File: src/rtl/io_pwm_bank.sv
// Memory-mapped six-channel PWM bank decoded from the memory-stage IO bus.
// Define IO_PWM_SHADOW_EN to double-buffer duty/period writes until the frame wraps.
module io_pwm_bank #(
   parameter int CNT_W = 22,
   parameter int NCH   = 6
) (
   input  logic             clock,
   input  logic             reset,
   input  logic             IOinsn,
   input  logic [31:0]      memAddr,
   input  logic [31:0]      dataIn,
   output logic [31:0]      dataOut,
   output logic [NCH-1:0]   JA
);

   typedef enum logic [1:0] {
      SEL_NONE    = 2'b00,
      SEL_WRITE   = 2'b01,
      SEL_READ    = 2'b10,
      SEL_INVALID = 2'b11
   } sel_e;

   localparam logic [3:0] OFF_PERIOD = 4'd6;
   localparam logic [3:0] OFF_EN     = 4'd7;
   localparam logic [3:0] OFF_CNT    = 4'd8;
   localparam logic [3:0] OFF_STATUS = 4'd9;

   sel_e             w_sel;
   logic [3:0]       w_off;
   logic             w_wr;
   logic             w_clr;
   logic [CNT_W-1:0] w_wdata;
   logic             w_run;
   logic [CNT_W-1:0] w_last;
   logic             w_wrap;
   logic [CNT_W-1:0] w_cnt_nxt;
   logic [NCH-1:0]   w_ja_nxt;
   logic             w_unused;

   logic [CNT_W-1:0] r_cnt;
   logic [CNT_W-1:0] r_period;
   logic [CNT_W-1:0] r_duty [NCH];
   logic [NCH-1:0]   r_en;
   logic             r_wrap_flag;
   logic [NCH-1:0]   r_ja;

   assign w_sel    = sel_e'(memAddr[13:12]);
   assign w_off    = memAddr[3:0];
   assign w_wr     = IOinsn && (w_sel == SEL_WRITE);
   assign w_clr    = IOinsn && (w_sel == SEL_READ) && (w_off == OFF_STATUS);
   assign w_wdata  = dataIn[CNT_W-1:0];
   assign w_unused = ^{memAddr[31:14], memAddr[11:4], dataIn[31:CNT_W]};

   // w_last underflows when the period is 0; w_run masks every use of it.
   assign w_run     = (r_period != '0);
   assign w_last    = r_period - 1'b1;
   assign w_wrap    = w_run && (r_cnt == w_last);
   assign w_cnt_nxt = (!w_run || (r_cnt >= w_last)) ? '0 : r_cnt + 1'b1;

   always_comb begin
      for (int i = 0; i < NCH; i++) begin
         w_ja_nxt[i] = w_run && r_en[i] && (r_cnt < r_duty[i]);
      end
   end

   // NOTE: sequential state uses non-blocking assignments so every register
   // samples the pre-edge values of its neighbours, independent of block order.
   always_ff @(posedge clock) begin
      if (reset) begin
         r_cnt       <= '0;
         r_en        <= '0;
         r_wrap_flag <= 1'b0;
         r_ja        <= '0;
      end else begin
         r_cnt <= w_cnt_nxt;
         r_ja  <= w_ja_nxt;
         if (w_wr && (w_off == OFF_EN)) begin
            r_en <= dataIn[NCH-1:0];
         end
         // A wrap outranks a clearing read landing in the same cycle.
         if (w_wrap) begin
            r_wrap_flag <= 1'b1;
         end else if (w_clr) begin
            r_wrap_flag <= 1'b0;
         end
      end
   end

`ifdef IO_PWM_SHADOW_EN
   logic [CNT_W-1:0] r_period_pend;
   logic [CNT_W-1:0] r_duty_pend [NCH];
   logic [CNT_W-1:0] w_period_fwd;
   logic [CNT_W-1:0] w_duty_fwd [NCH];
   logic             w_load;

   // Pending values with this cycle's write folded in, so a write that
   // coincides with the wrap still lands in the next frame.
   always_comb begin
      w_period_fwd = r_period_pend;
      w_duty_fwd   = r_duty_pend;
      if (w_wr && (w_off == OFF_PERIOD)) begin
         w_period_fwd = w_wdata;
      end
      for (int i = 0; i < NCH; i++) begin
         if (w_wr && (w_off == 4'(i))) begin
            w_duty_fwd[i] = w_wdata;
         end
      end
   end

   assign w_load = w_wrap || !w_run;

   // NOTE: the duty bank is a handful of flops rather than a RAM, so it is
   // reset explicitly like any other register.
   always_ff @(posedge clock) begin
      if (reset) begin
         r_period_pend <= '0;
         r_period      <= '0;
         for (int i = 0; i < NCH; i++) begin
            r_duty_pend[i] <= '0;
            r_duty[i]      <= '0;
         end
      end else begin
         r_period_pend <= w_period_fwd;
         r_duty_pend   <= w_duty_fwd;
         if (w_load) begin
            r_period <= w_period_fwd;
            r_duty   <= w_duty_fwd;
         end
      end
   end
`else
   // NOTE: the duty bank is a handful of flops rather than a RAM, so it is
   // reset explicitly like any other register.
   always_ff @(posedge clock) begin
      if (reset) begin
         r_period <= '0;
         for (int i = 0; i < NCH; i++) begin
            r_duty[i] <= '0;
         end
      end else if (w_wr) begin
         if (w_off == OFF_PERIOD) begin
            r_period <= w_wdata;
         end
         for (int i = 0; i < NCH; i++) begin
            if (w_off == 4'(i)) begin
               r_duty[i] <= w_wdata;
            end
         end
      end
   end
`endif

   // NOTE: dataOut gets its default before the case so no path leaves it
   // unassigned and no latch is inferred.
   always_comb begin
      dataOut = '0;
      if (w_sel == SEL_READ) begin
         case (w_off)
            OFF_PERIOD: dataOut = 32'(r_period);
            OFF_EN:     dataOut = 32'(r_en);
            OFF_CNT:    dataOut = 32'(r_cnt);
            OFF_STATUS: dataOut = {31'b0, r_wrap_flag};
            default: begin
               for (int i = 0; i < NCH; i++) begin
                  if (w_off == 4'(i)) begin
                     dataOut = 32'(r_duty[i]);
                  end
               end
            end
         endcase
      end
   end

   assign JA = r_ja;

endmodule

File: config.mk
export PLATFORM = sky130hd
export DESIGN_NAME = io_pwm_bank
export DESIGN_NICKNAME = d
export VERILOG_FILES = /design/src/rtl/io_pwm_bank.sv
export SDC_FILE = /design/constraint.sdc
export NUM_CORES = 1
export LEC_CHECK = 0
export BUFFER_PORTS_ARGS = -buffer_cell sky130_fd_sc_hd__buf_2
export CAP_MARGIN = 15
export CORE_ASPECT_RATIO = 2
export CORE_UTILIZATION = 40
export CTS_BUF_LIST = sky130_fd_sc_hd__clkbuf_8
export DETAILED_ROUTE_END_ITERATION = 16
export GPL_TIMING_DRIVEN = 0
export HOLD_SLACK_MARGIN = 0.02
export PLACE_DENSITY = 0.63
export SYNTH_ARGS = -nofsm -noshare
export SYNTH_HDL_FRONTEND = slang
export SYNTH_SLANG_ARGS = --single-unit
File: constraint.sdc
create_clock -name clock -period 5.5 [get_ports clock]
set_input_delay 1.1 -clock clock [delete_from_list [all_inputs] [get_ports clock]]
set_output_delay 1.1 -clock clock [all_outputs]
set_load 0.02 [all_outputs]
## Yosys cells after proc, flatten, opt, wreduce, memory -nomap -nowiden

Memories as Yosys holds them, arrays and structs flattened.
Cells that the tools add are included.
Widths: inputs -> output; s select.

- Flip-flop bits (word level): 57
- Latch bits: 0
- RAM bits: 132
- Memory bits (read-only): 0
- Input bits: 67
- Output and inout bits: 38
- Memories kept: 1

Memory list:

| memory | depth | width | rd ports | clocked after memory_dff | wr ports | RTL line | source |
|---|---|---|---|---|---|---|---|
| r_duty | 6 | 22 | 6 | 0 | 6 | 42 | `logic [CNT_W-1:0] r_duty [NCH];` |

- $add $sub $neg: 2
- $mul: 0
- Divide/modulo/power cells: 0
- Order comparisons: 7
- Eq/ne operators: 12
- Shift-type cells: 0
- Muxes and demuxes: 42
- Bitwise operators: 6
- Reductions and logical operators: 24

Operator list:

| kind | count |
|---|---|
| $mux 32 | 6 |
| $mux 22 | 7 |
| $lt 22x22->1 | 6 |
| $pmux 32 s4 | 1 |
| $mux 1 | 28 |
| $add 22x1->22 const B | 1 |
| $eq 22x22->1 | 1 |
| $ge 22x22->1 | 1 |
| $reduce_bool 22->1 | 1 |
| $sub 22x1->22 const B | 1 |
| $logic_and 1x1->1 | 17 |
| $eq 4x3->1 const B | 4 |
| $eq 4x2->1 const B | 2 |
| $eq 4x4->1 const B | 2 |
| $or 1x1->1 | 6 |
| $eq 4x1->1 const B | 1 |
| $logic_not 4->1 | 1 |
| $eq 2x1->1 const B | 1 |
| $eq 2x2->1 const B | 1 |
| $reduce_and 2->1 | 1 |
| $reduce_bool 2->1 | 1 |
| $reduce_or 2->1 | 1 |
| $logic_not 1->1 | 1 |
| $logic_or 1x1->1 | 1 |

## Logic depth before layout (Yosys ltp)

- Depth in word-level cells: 9
- Mapped depth: 14
- Mapped depth without buffers: 13

## Worst setup path after synthesis

OpenSTA, ideal clock, no wires.

- Kind: in2reg
- Start point: input port memAddr[0]
- End point: memory r_duty[2][0] (enable)
- Arrival time: 3,576 ps
- Data required time: 5,065 ps
- Slack: 1,489 ps
- Stages on the path: 4
- Cell sequence: clkbuf_1 -> buf_1 -> clkbuf_1 -> o31ai_1

RTL lines:

| element | RTL line | source |
|---|---|---|
| start: declaration | 10 | `input logic [31:0] memAddr,` |
| end: declaration | 42 |  |

## Worst setup path after layout

- Start point: input port memAddr[0]
- End point: output port dataOut[6]

- Word-level cells in the longest chain between the ends: 9
- Elaborated cells between the ends (all ways): 18
- Classes of those cells: 9 x eq/ne; 8 x mux; 1 x reduce/logical

Ends and longest elaborated chain:

| element | RTL line | source |
|---|---|---|
| $logic_not 4->1 | 166 | `if (w_off == 4'(i)) begin` |
| $mux 22 | 166 |  |
| $mux 32 (5 in series) | 166 |  |
| $pmux 32 s4 * | 159 | `case (w_off)` |
| $mux 32 * | 158 | `if (w_sel == SEL_READ) begin` |
| end: declaration | 12 | `output logic [31:0] dataOut,` |

Mark *: on every way between the ends. The rest lies on a longest branch, timed or not.

==> results.yml <==
run_status:
  status: "completed"
routing:
  ant_nets: 0
  first_pass_iters: 7
  route.detailed.drc: 0
  wirelength_met1_um: 14600
  via_per_inst: 5.69
  topRoutingLayerUsed: "met4"
  vias: 10516
  drt-total-wl_um: 42700
  post_drt_wl_per_cell_um: 23.1
  wl_met3_um: 1710
  dr_wl_met2_um: 22200
  drt-initial-drc-count: 852
power_and_ir_drop:
  p_comb_share_pct: 11.9
  p_leak_uw: 0.00620
  power_per_cell_area_mw_per_mm2: 213
  seqPwrFrac_pct: 54.0
  switchingPower_uw: 797
  swShare_pct: 26.8
  p_clk_share_pct: 34.1
  vdd_drop_max_mv: 0.171
  power_uw: 2970
  p_int_uw: 2170
synth:
  yosysSeqAreaShare_pct: 40.6
  yosys_warnings: 0
  ys_ff_latch: 189
  ys_async_sr_fraction_pct: 0
  synth.distinct_cells: 65
  syn_avg_cell_area_um2: 9.48
  syn_area_mm2: 0.0126
  synth-edff-count: 132
  synth_cells: 1326
  synth_top_flop_cell: "edfxtp_1"
cts:
  cts_sinks: 189
  postCtsHoldBufs: 0
  clockBufferDepth: 2
  cts_buffers: 17
  cts_tree: "yes"
  root_buffer: "clkbuf_8"
  post_cts_buffers: 0
  path_clk_slew_ns: 0.09
  cts_resized: 0
  htreeDepth: 4
  clock_latency_ns: 0.51
grt:
  antenna_found_initial: 1
  grt_overflow_total: 0
  grt_max_degree: 23
  grt_pass1_vias: 10557
  grtUsageTotal_pct: 27.5
  grt_first_pass_wirelength_um: 63400
floorplan:
  core_area_mm2: 0.0309
  fp.dieH_um: 253
  start_util_pct: 40.7
  die_w_um: 127
  rows: 91
  die_area_mm2: 0.0322
  io_pins: 105
placement:
  place.detailed.hpwl_um: 33800
  gp_congestion: 0.947
  port-buffer-count: 57
  placed_cells: 1814
sta:
  min_period_ns: 5.35
  max-slew-margin-rel_pct: 18.2
  fin_skew_ns: 0.0186
  finalHoldViolCount: 0
  worst_pin_slew_ns: 1.23
  setup_tns_ns: 0
  fin_crit_sh_pct: 97.3
  maxSlewViolCount: 0
  whs_ns: 0.515
  max_freq_mhz: 187
  rsz0062_at_grt: "no"
  setup_viol: 0
setup_path:
  start_kind: "input port"
  worst-setup-path-type: "in2out"
  critPathCaptureType: "primary output"
  path_max_fanout: 10
  critPathArrivalTime_ns: 4.25
  crit_required_ns: 4.40
final_layout:
  fill_cells: 3010
  drive_gt1_share_pct: 8.75
  final_nets: 1634
  syn2layout_area_growth_pct: 10.9
  mostFrequentLayoutCell: "ha_1"
  final_cells: 1848
  final_util_pct: 45.2
  final_cell_mix: "151 x ha_1, 141 x inv_1, 134 x and2_1"
worst_hold_path:
  hp-class: "reg2reg"
job:
  drv_cap: 0
## critical path: stages
cell	delay [ns]
clkbuf_1	0.43
clkbuf_1	0.51
clkbuf_1	0.59
o21ai_0	0.31
a221oi_1	0.90
a21oi_1	0.19
buf_2	0.21
## power groups by stage
stage | clock network [uW] | logic (uW) | registers [uW]
5_1_grt | 1070 | 381 | 1610
6_report | 1010 | 353 | 1600
3_3_place_gp | 0 | 334 | 1640
3_5_place_dp | 0 | 347 | 1640
4_1_cts | 1010 | 348 | 1600
2_1_floorplan | 0 | 201 | 1620
## layout make-up
cell class | count | area [um2] | share of cell area, %
well taps | 418 | 523 | 3.75
clock inverters | 11 | 128 | 0.915
plain buffers | 70 | 318 | 2.28
repair buffers | 62 | 373 | 2.67
clock buffers | 21 | 289 | 2.07
multi-input cells | 940 | 6690 | 48.0
flip-flops and latches | 189 | 5100 | 36.6
inverters | 136 | 510 | 3.66
diodes | 1 | 2.50 | 0.0179
## metal layers
metal	global-route usage [%]	up-vias
met5	0	-
met3	4.00	148
met4	25.0	0
met1	26.2	5068
li1	-	4893
met2	50.2	407
## logic make-up (layout without fill, tap and decap cells)
kind of cell	Yosys count	in the layout	synth area share [%]
compound gates	273	273	13.9
simple gates	441	441	18.9
mux	26	26	2.17
xor+xnor	39	39	2.72
flops	189	189	40.6
buf+inv	206	300	6.59
fa+ha+maj	151	151	15.0
other cells	1	11	0.0298
## worst paths after layout
check	from	to	slack (ns)	cells past startpoint
worst max register to register	r_period[0]	r_cnt[18]	1.34	14
worst min register to register	r_period[7]	r_period[7]	0.51	2
worst max-delay path	memAddr[0]	dataOut[6]	0.15	7
worst min-delay path	r_period[7]	r_period[7]	0.51	2
## sequential cells by signal, summed over array words and instances, names as in the netlist
name and flops:
JA 6, r_duty 132, r_cnt 22, r_wrap_flag 1, r_period 22, r_en 6
## cells in the mapped netlist, types with 10 or more instances
| cell type | n | area (um2) |
|---|---|---|
| edfxtp_1 | 132 | 3960 |
| a21o_1 | 16 | 120 |
| a22oi_1 | 16 | 120 |
| mux2i_1 | 25 | 250 |
| a221oi_1 | 17 | 149 |
| a21oi_1 | 93 | 465 |
| clkbuf_1 | 47 | 176 |
| nor2_1 | 65 | 244 |
| nand2b_1 | 10 | 62.6 |
| o221ai_1 | 16 | 140 |
| dfxtp_1 | 57 | 1140 |
| a211oi_1 | 18 | 135 |
| o21ai_0 | 52 | 260 |
| ha_1 | 151 | 1890 |
| nand2_1 | 106 | 398 |
| nand4_1 | 22 | 138 |
| buf_4 | 10 | 75.1 |
| xor2_1 | 16 | 140 |
| nor3_1 | 35 | 175 |
| and2_1 | 134 | 838 |
| xnor2_1 | 23 | 201 |
| inv_1 | 136 | 510 |
| nand3_1 | 18 | 90.1 |
## per-stage QoR
step	cell area, um2	setup slack (ns)
global route	13900	0.103
finish	13900	0.146
global placement	13400	-0.471
floorplan	12600	1.49
detailed placement	13500	0.284
CTS	13900	0.271
Note: power is estimated with default switching activity, not from simulation.
